**src/rtl/gr_rd_burst_fifo_pkg.sv**
```systemverilog
// Shared types and constants for the read burst FIFO.
// Burst length and memory bus width live here.
package gr_rd_burst_fifo_pkg;

    localparam int MEM_RD_BL = 16;
    localparam int DSIZE     = 32;
    localparam int WORD_W    = 32;
    localparam int PIX_W     = 16;

    typedef enum logic {
        REQ_IDLE = 1'b0,
        REQ_PEND = 1'b1
    } req_state_e;

endpackage

```
**src/rtl/gr_rd_burst_fifo_sdp_ram.sv**
```systemverilog
// Simple dual-port RAM, DEPTH x W, one write and one registered read port.
// Ports: we_i/waddr_i/wdata_i write; re_i/raddr_i read; rdata_o holds last read.
module gr_sdp_ram #(
    parameter int DEPTH = 64,
    parameter int AW    = $clog2(DEPTH),
    parameter int W     = 32
) (
    input  logic          clk,
    input  logic          rst_n,
    input  logic          we_i,
    input  logic [AW-1:0] waddr_i,
    input  logic [W-1:0]  wdata_i,
    input  logic          re_i,
    input  logic [AW-1:0] raddr_i,
    output logic [W-1:0]  rdata_o
);

    logic [W-1:0] mem_q [DEPTH];
    logic [W-1:0] rdata_q;

    always_ff @(posedge clk) begin
        if (we_i) begin
            mem_q[waddr_i] <= wdata_i;
        end
    end

    // Output register only updates on a read so the word stays put
    // while the consumer is stalled.
    always_ff @(posedge clk or negedge rst_n) begin
        if (!rst_n) begin
            rdata_q <= '0;
        end else if (re_i) begin
            rdata_q <= mem_q[raddr_i];
        end
    end

    assign rdata_o = rdata_q;

endmodule

```
**src/rtl/gr_rd_burst_fifo.sv**
```systemverilog
// Read burst FIFO: reserves space before requesting memory bursts, stores
// 32-bit beats and serves them as 16-bit pixels (low half first) over valid/ready.
// Ports: enable_i/flush_i control; burst_req_o/burst_req_rdy_i request handshake;
// burst_wr_en_i/burst_wr_data_i memory beats; rd_vld_o/rd_rdy_i/rd_data_o pixels;
// err_rfifo_ovf sticky flag for a beat that arrived without a reservation.
module gr_rd_burst_fifo
    import gr_rd_burst_fifo_pkg::*;
#(
    parameter int DEPTH = 64,
    parameter int BL    = MEM_RD_BL
) (
    input  logic             clk,
    input  logic             rst_n,
    input  logic             enable_i,
    input  logic             flush_i,
    output logic             burst_req_o,
    input  logic             burst_req_rdy_i,
    input  logic             burst_wr_en_i,
    input  logic [DSIZE-1:0] burst_wr_data_i,
    output logic             rd_vld_o,
    input  logic             rd_rdy_i,
    output logic [PIX_W-1:0] rd_data_o,
    output logic             err_rfifo_ovf
);

    localparam int AW = $clog2(DEPTH);
    localparam int CW = AW + 1;
    localparam int SW = CW + 2;

    req_state_e state_q, state_d;

    logic [CW-1:0] count_q, count_d;
    logic [CW-1:0] resv_q, resv_d;
    logic [SW-1:0] disc_q, disc_d;
    logic [AW-1:0] wptr_q, wptr_d;
    logic [AW-1:0] rptr_q, rptr_d;
    logic          half_q, half_d;
    logic          vld_q, vld_d;
    logic          err_q, err_d;

    logic          hs, disc_hit, acc, ovf;
    logic          xfer, pop, avail, ld, fits;
    logic [CW-1:0] resv_nf;
    logic [SW-1:0] disc_nf;
    logic [WORD_W-1:0] word;

    assign hs       = (state_q == REQ_PEND) && burst_req_rdy_i;
    assign disc_hit = burst_wr_en_i && (disc_q != '0);
    assign acc      = burst_wr_en_i && !disc_hit && (resv_q != '0);
    assign ovf      = burst_wr_en_i && (disc_q == '0) && (resv_q == '0);

    assign xfer = vld_q && rd_rdy_i;
    assign pop  = xfer && half_q;

    // The word in the output register is still counted until its upper
    // half leaves, so only words beyond it are available to load.
    assign avail = count_q > CW'(vld_q);
    assign ld    = avail && (!vld_q || pop) && !flush_i;

    assign fits = ({2'b00, count_q} + {2'b00, resv_q} + SW'(BL))
                  <= SW'(DEPTH);

    always_comb begin
        state_d = state_q;
        unique case (state_q)
            REQ_IDLE: begin
                if (enable_i && !flush_i && fits) begin
                    state_d = REQ_PEND;
                end
            end
            REQ_PEND: begin
                if (burst_req_rdy_i) begin
                    state_d = REQ_IDLE;
                end
            end
            default: state_d = REQ_IDLE;
        endcase
    end

    always_comb begin
        resv_nf = resv_q + (hs ? CW'(BL) : CW'(0)) - CW'(acc);
        disc_nf = disc_q - SW'(disc_hit);

        count_d = count_q + CW'(acc) - CW'(pop);
        resv_d  = resv_nf;
        disc_d  = disc_nf;
        wptr_d  = wptr_q + AW'(acc);
        rptr_d  = rptr_q + AW'(ld);
        half_d  = xfer ? !half_q : half_q;
        vld_d   = vld_q;
        err_d   = err_q | ovf;

        if (ld) begin
            vld_d = 1'b1;
        end else if (pop) begin
            vld_d = 1'b0;
        end

        // Everything still owed by memory (including a burst granted in
        // this very cycle) must be swallowed when it eventually arrives.
        if (flush_i) begin
            count_d = '0;
            resv_d  = '0;
            disc_d  = disc_nf + SW'(resv_nf);
            wptr_d  = '0;
            rptr_d  = '0;
            half_d  = 1'b0;
            vld_d   = 1'b0;
        end
    end

    always_ff @(posedge clk or negedge rst_n) begin
        if (!rst_n) begin
            state_q <= REQ_IDLE;
            count_q <= '0;
            resv_q  <= '0;
            disc_q  <= '0;
            wptr_q  <= '0;
            rptr_q  <= '0;
            half_q  <= 1'b0;
            vld_q   <= 1'b0;
            err_q   <= 1'b0;
        end else begin
            state_q <= state_d;
            count_q <= count_d;
            resv_q  <= resv_d;
            disc_q  <= disc_d;
            wptr_q  <= wptr_d;
            rptr_q  <= rptr_d;
            half_q  <= half_d;
            vld_q   <= vld_d;
            err_q   <= err_d;
        end
    end

    gr_sdp_ram #(
        .DEPTH (DEPTH),
        .AW    (AW),
        .W     (WORD_W)
    ) u_ram (
        .clk     (clk),
        .rst_n   (rst_n),
        .we_i    (acc),
        .waddr_i (wptr_q),
        .wdata_i (burst_wr_data_i[WORD_W-1:0]),
        .re_i    (ld),
        .raddr_i (rptr_q),
        .rdata_o (word)
    );

    assign burst_req_o   = (state_q == REQ_PEND);
    assign rd_vld_o      = vld_q;
    assign rd_data_o     = half_q ? word[31:16] : word[15:0];
    assign err_rfifo_ovf = err_q;

endmodule

```
**config.mk**
```make
export PLATFORM = sky130hd
export DESIGN_NAME = gr_rd_burst_fifo
export DESIGN_NICKNAME = d
export VERILOG_FILES = /design/src/rtl/gr_rd_burst_fifo_pkg.sv /design/src/rtl/gr_rd_burst_fifo_sdp_ram.sv /design/src/rtl/gr_rd_burst_fifo.sv
export SDC_FILE = /design/constraint.sdc
export NUM_CORES = 2
export LEC_CHECK = 0
export CORE_MARGIN = 2
export CORE_UTILIZATION = 40
export CTS_BUF_LIST = sky130_fd_sc_hd__clkbuf_4 sky130_fd_sc_hd__clkbuf_8
export CTS_CLUSTER_DIAMETER = 150
export DETAILED_ROUTE_END_ITERATION = 10
export PLACE_DENSITY = 0.65
export SYNTH_ARGS = -nofsm -noshare
export SYNTH_HDL_FRONTEND = slang
export SYNTH_SLANG_ARGS = --single-unit
```
**constraint.sdc**
```tcl
create_clock -name clk -period 4.85 [get_ports clk]
set_clock_uncertainty 0.1 [all_clocks]
set_input_delay 0.97 -clock clk [delete_from_list [all_inputs] [get_ports clk]]
set_output_delay 0.97 -clock clk [all_outputs]
set_load 0.02 [all_outputs]
```
Word level (Yosys, flattened, before mapping)
Memories as Yosys holds them, arrays and structs flattened. A register that Yosys moved wholly into a read port is not among the register bits. Index checks and enable logic that the tools add are counted.

Reduce and logical (&&, ||, !) cells: 24. $add $sub $neg: 10. Muxes and demuxes: 17. Bitwise operators: 2. Order comparisons: 2.

Operators with widths (number): $mux W16 (1); $mux W7 (2); $sub A7 B1 Y7 (2); $add A6 B1 Y6 (2); $logic_and A1 B1 Y1 (12); $mux W6 (2); $add A8 B5 Y9 const B (1); $add A9 B7 Y9 (1); $le A9 B7 Y1 const B (1); $logic_not A9 Y1 (1); $mux W1 (9); $mux W9 (1); $reduce_bool A9 Y1 (1); $sub A9 B1 Y9 (1); $add A7 B7 Y8 (1); $add A7 B1 Y7 (1); $add A7 B5 Y7 (1); $gt A7 B1 Y1 (1); $logic_not A7 Y1 (1); $reduce_bool A7 Y1 (1); $logic_not A1 Y1 (5); $mux W5 (1); $reduce_bool A3 Y1 (1); $pmux W1 S2 (1); other kinds (4) (4).

Bits in registers: 39. Word-level logic and storage cells: 65. RAM bits: 2048. Memories: 1. Input port bits: 39.

Memories: u_ram.mem_q (depth 64, width 32, read ports 1, clocked after memory_dff 1, write ports 1, RTL line gr_rd_burst_fifo_sdp_ram.sv:18) `logic [W-1:0] mem_q [DEPTH];`.

Logic depth before layout (Yosys ltp)
Word-level depth: 8. Gate-level depth with buffers: 18. Gate-level depth less buffers: 18.

Hierarchy
A second synthesis with hierarchy kept.

Cells, all modules: 4180. Area total of the unflattened synthesis: 83154.8 µm².

By module, submodules not included: gr_sdp_ram (cells an instance 3843, times used 1, area an instance 79990.5 µm²); gr_rd_burst_fifo (cells an instance 337, times used 1, area an instance 3164.3 µm²).

Worst setup path before layout
OpenSTA, ideal clock, no wires.

Path kind: in2reg. Start: in burst_wr_en_i. End: mem u_ram.mem_q[62][0] (enable). Arrival time: 3.027 ns. Setup time: 0.421 ns. Data required time: 4.329 ns. Stages on the path: 5. Path buffers: 0. Path slack: 1.301 ns. Cells stage by stage: and3_1 -> inv_1 -> nor2_1 -> nand3_1 -> nor2_1.

Longest elaborated chain between the ends: 6.

Ends and longest elaborated chain: from (decl) (RTL line gr_rd_burst_fifo.sv:18) `input logic burst_wr_en_i,`; $logic_and A1 B1 Y1 (RTL line gr_rd_burst_fifo.sv:48) `assign disc_hit = burst_wr_en_i && (disc_q != '0);`; $logic_not A1 Y1 (RTL line gr_rd_burst_fifo.sv:49) `assign acc = burst_wr_en_i && !disc_hit && (resv_q != '0);`; $logic_and A1 B1 Y1 (*) (2 in a row) (RTL line gr_rd_burst_fifo.sv:49); $mux W1 (*) (RTL line gr_rd_burst_fifo_sdp_ram.sv:22) `if (we_i) begin`; $mux W1 (implied by the code) (*) (RTL line gr_rd_burst_fifo_sdp_ram.sv:23) `mem_q[waddr_i] <= wdata_i;`; to (decl) (RTL line gr_rd_burst_fifo_sdp_ram.sv:18).

Mark *: on every way between the ends. The rest lies on a longest branch, timed or not.

Final worst setup path
Start: reg resv_q[2]. End: reg disc_q[6].

Longest elaborated chain between the ends: 5. Elaborated cells between the ends (all ways): 6. Those cells by class: add/sub: 3; mux: 1; reduce/logical: 2.

Ends and longest elaborated chain: from (decl) (RTL line gr_rd_burst_fifo.sv:33) `logic [CW-1:0] resv_q, resv_d;`; from (signal assigned) (RTL line gr_rd_burst_fifo.sv:126) `resv_q <= resv_d;`; branches (longest 2 deep; another with $add A7 B5 Y7); $sub A7 B1 Y7 (*) (RTL line gr_rd_burst_fifo.sv:81) `resv_nf = resv_q + (hs ? CW'(BL) : CW'(0)) - CW'(acc);`; $add A9 B7 Y9 (*) (RTL line gr_rd_burst_fifo.sv:104) `disc_d = disc_nf + SW'(resv_nf);`; $mux W9 (*) (RTL line gr_rd_burst_fifo.sv:101) `if (flush_i) begin`; net disc_d[6] (RTL line gr_rd_burst_fifo.sv:34) `logic [SW-1:0] disc_q, disc_d;`; to (signal assigned) (RTL line gr_rd_burst_fifo.sv:127) `disc_q <= disc_d;`; to (decl) (RTL line gr_rd_burst_fifo.sv:34).

Mark *: on every way through the listed nets, which the timed path passes. A chain may end at the register's enable or synchronous reset.

==> metrics.csv <==
stage,metric,value,unit
logic_synthesis,top cell type's share of synthesized area,74.90,%
logic_synthesis,top_reg_cell synth,edfxtp_1,
cells_and_area,Area growth syn-to-layout,14.32,%
logic_synthesis,post-synthesis xor/xnor area fraction,0.2987,%
clock_tree,# clock sinks,2119,
die,# rows,166,
cells_and_area,fillers,16906,
worst_setup_path,crit path kind,register to register,
drt,DRT iter0 DRCs,4290,
logic_synthesis,Cells after Synth,3906,
logic_synthesis,synthesized cell area,82110,um2
drt,iteration count of the initial detailed-routing pass,6,
placed_design,dpl cells,6653,
clock_tree,number of buffers created by CTS,346,
logic_synthesis,distinct cell type count of the synthesized netlist,59,
placed_design,placed cell area,87350,um2
timing,unrepaired setup endpoints after global routing,false,
clock_tree,clock root buffer master,clkbuf_8,
logic_synthesis,register area share after synthesis,77.06,%
die,die area,208900,um2
timing,fin worst setup slack,835.8,ps
logic_synthesis,multiplexer area fraction after synthesis,14.31,%
global_route,largest net degree at the start of global routing,76,
clock_tree,clock network latency to the later pin of the worst-skew pair,1080,ps
drt,Detailed Route WL,207100,um
placed_design,Final HPWL DP,122400,um
timing,final hold vios,0,
timing,Final period util,82.77,%
worst_setup_path,Reg2Reg Depth,18,
global_route,initial antenna violation count,7,
logic_synthesis,asr flop ratio synth,3.351,%
logic_synthesis,simple-gate share of the synthesized area,2.132,%
power_and_ir_drop,pwr/cell area,460.2,nW/um2
cells_and_area,final non-filler cell total,7250,
logic_synthesis,cell accounting for the most synthesized area,edfxtp_1,
drt,remaining antenna violation count,0,
min_path,HP Class,primary input to register,
timing,Min Hold Slack,192.3,ps
clock_tree,post-CTS setup buffer count,0,
clock_tree,clock buffer depth,4,
global_route,grt total ovfl,0,
worst_setup_path,CP max stage delay,500,ps
timing,fmax,249.1,MHz
timing,Worst Tran Pin Value,1232,ps
cells_and_area,share of cells above drive strength 1,28.84,%
worst_setup_path,CP Data Required Time,5700,ps
power_and_ir_drop,leak pwr,29.33,nW
global_route,vias in the first global route,42323,
timing,total negative slack,0,ps
worst_setup_path,worst path arrival time,4860,ps
cells_and_area,final non-filler cell area,93870,um2
worst_setup_path,slowest CP cell,fa_1,
timing,final-report setup violation count,0,
placed_design,Port-buffer cells,57,
worst_setup_path,worst-path maximum fanout,4,
global_route,GR Util All Layers,19.72,%
power_and_ir_drop,maximum VDD drop,0.3580,mV
timing,fin crit period,4014,ps
die,Core ar.,204400,um2
clock_tree,CTS H-tree lvls,5,
die,I/O pin cnt,58,
drt,Wirelength per Cell,28.56,um
worst_setup_path,"Buf+Inv Stages, Crit Path",4,
die,Initial Util,40.18,%
logic_synthesis,syn_area_per_cell,21.02,um2
drt,DRC,0,
clock_tree,CTS tree,built,
logic_synthesis,complex-gate fraction of the synthesized area,3.805,%
logic_synthesis,synth warn,0,
worst_setup_path,CP cell instances,"inv_1, ha_1, nor4b_1, nand3_1, and3_1, ha_1, inv_1, ha_1, inv_1, fa_1, inv_1, ha_1, nor2b_1, o21ai_0, a21boi_0, o21a_1, o21a_1, o31ai_1",
clock_tree,"Reg clk slew, reported paths",60,ps
die,die width,457.1,um
logic_synthesis,Post-Synth Adder-Cell Area,0.8289,%
placed_design,Setup WS pre-CTS,531.7,ps
timing,Max-slew headroom,17.90,%
drt,via count,40957,
placed_design,RePlAce Congestion,0.8374,
worst_setup_path,startpoint type of the worst setup path,register,
drt,vias per cell,5.649,
worst_setup_path,Worst Setup End Kind,register,
logic_synthesis,Mapped Nets,3997,
die,DIE HEIGHT,457.1,um
logic_synthesis,number of flops mapped to enable cells by yosys,2048,
timing,max-slew violations,0,
global_route,first-pass GRT wire length,298400,um
worst_setup_path,"delay-heaviest family, CP",adder cells,
logic_synthesis,synth top area cells,"edfxtp_1 75%, mux4_2 12%, dfrtp_1 2.2%",
logic_synthesis,number of synthesized register bits,2119,
worst_setup_path,r2r setup slk,840,ps
min_path,WHS Path Cells,1,
worst_setup_path,Levels on crit path,18,
cells_and_area,"commonest non-fill, non-tap cell in the layout",edfxtp_1,
logic_synthesis,combinational family with the most area after synthesis,multiplexers,
status,status,finished clean,
cells_and_area,most frequent cells in the layout,"2048 x edfxtp_1, 445 x mux4_2, 372 x clkbuf_8, 185 x nand2_1, 182 x buf_4",
job,Max Cap Violations,0,
cells_and_area,Total Nets Final,4405,
-- final timing paths --
| check | endpoint | start |
|---|---|---|
| worst max register to register | disc_q[6]$_DFF_PN0_ | resv_q[2]$_DFF_PN0_ |
| worst min register to register | u_ram.rdata_o[2]$_DFFE_PN0P_ | u_ram.rdata_o[2]$_DFFE_PN0P_ |
| max in group asynchronous | u_ram.rdata_o[31]$_DFFE_PN0P_ | rst_n |
| min in group asynchronous | u_ram.rdata_o[12]$_DFFE_PN0P_ | rst_n |
| worst max-delay path | disc_q[6]$_DFF_PN0_ | resv_q[2]$_DFF_PN0_ |
| worst min-delay path | u_ram.mem_q[45][16]$_DFFE_PP_ | burst_wr_data_i[16] |
-- repair_timing --
action / 4_1_cts / 5_1_grt
hold buffers: 1 / 0
gates resized for setup: 0 / 0
endpoints found under the hold margin: 33 / 0
endpoints found under the setup margin: 0 / 0
-- area by class of cell --
class | instances | area [um2] | area share [%]
tap | 2688 | 3363 | 3.583
sequential | 2119 | 63290 | 67.42
multi-input combinational | 1533 | 18090 | 19.27
clock buffer | 474 | 5886 | 6.270
clock inverter | 116 | 616.8 | 0.6571
inverter | 41 | 155.1 | 0.1653
antenna | 6 | 15.01 | 0.01599
timing repair buffer | 273 | 2457 | 2.618
-- synthesized netlist by cell type, drive strengths merged (3+ instances only) --
master	n
edfxtp	2048
mux4	445
nand2	186
mux2i	151
buf	132
a22oi	98
nor2	94
a21oi	93
clkbuf	81
dfrtp	71
ha	48
o221ai	42
inv	41
a31oi	33
o31ai	30
a22o	28
a311oi	28
and2	25
nor3	24
nand3	21
o22ai	21
a211oi	20
mux2	19
nor2b	17
xor2	16
o21ai	13
xnor2	12
nand2b	6
o21a	6
a21o	5
and3	5
o21bai	5
or3	5
fa	4
a211o	3
a32o	3
o211ai	3
-- sequential cells by signal (all words and copies together) (netlist names), 6 cells and up --
signal / flops
u_ram.rdata_o: 32
resv_q: 7
disc_q: 9
rptr_q: 6
wptr_q: 6
count_q: 7
u_ram.mem_q: 2048
-- stage by stage --
| step | total power [W] | util, % |
|---|---|---|
| 2_1_floorplan | 0.02648 | - |
| 3_5_place_dp | 0.02887 | 42.74 |
| 6_report | 0.04320 | 45.93 |
| 4_1_cts | 0.04360 | 45.92 |
| 3_3_place_gp | 0.02880 | 42.74 |
| 5_1_grt | 0.04481 | 45.93 |
-- kinds of logic (layout without fill, tap and decap cells) --
family / after synthesis / in the layout
AO/OA/AOI/OAI: 441 / 441
XOR/XNOR: 28 / 28
adder cells (fa/ha/maj): 52 / 52
buffers and inverters: 254 / 904
flip-flops: 2119 / 2119
multiplexers: 615 / 615
other: 0 / 6
AND/OR/NAND/NOR: 397 / 397
-- power breakdown --
part	switching, W	leakage [nW]	internal (W)
clock network	0.00680	3.44	0.00801
registers	0.000298	19.3	0.0203
logic	0.00409	6.59	0.00371
-- routing by layer --
metal  share of wire (%)  routed length [um]  global-route usage [%]
met1                  40               82260                   25.47
met4                 4.5                9356                   9.007
met2                  49              101600                   32.37
met5              0.0068                  14                       0
met3                 6.7               13810                   3.854
No activity file was read; power rests on OpenSTA's default activity.
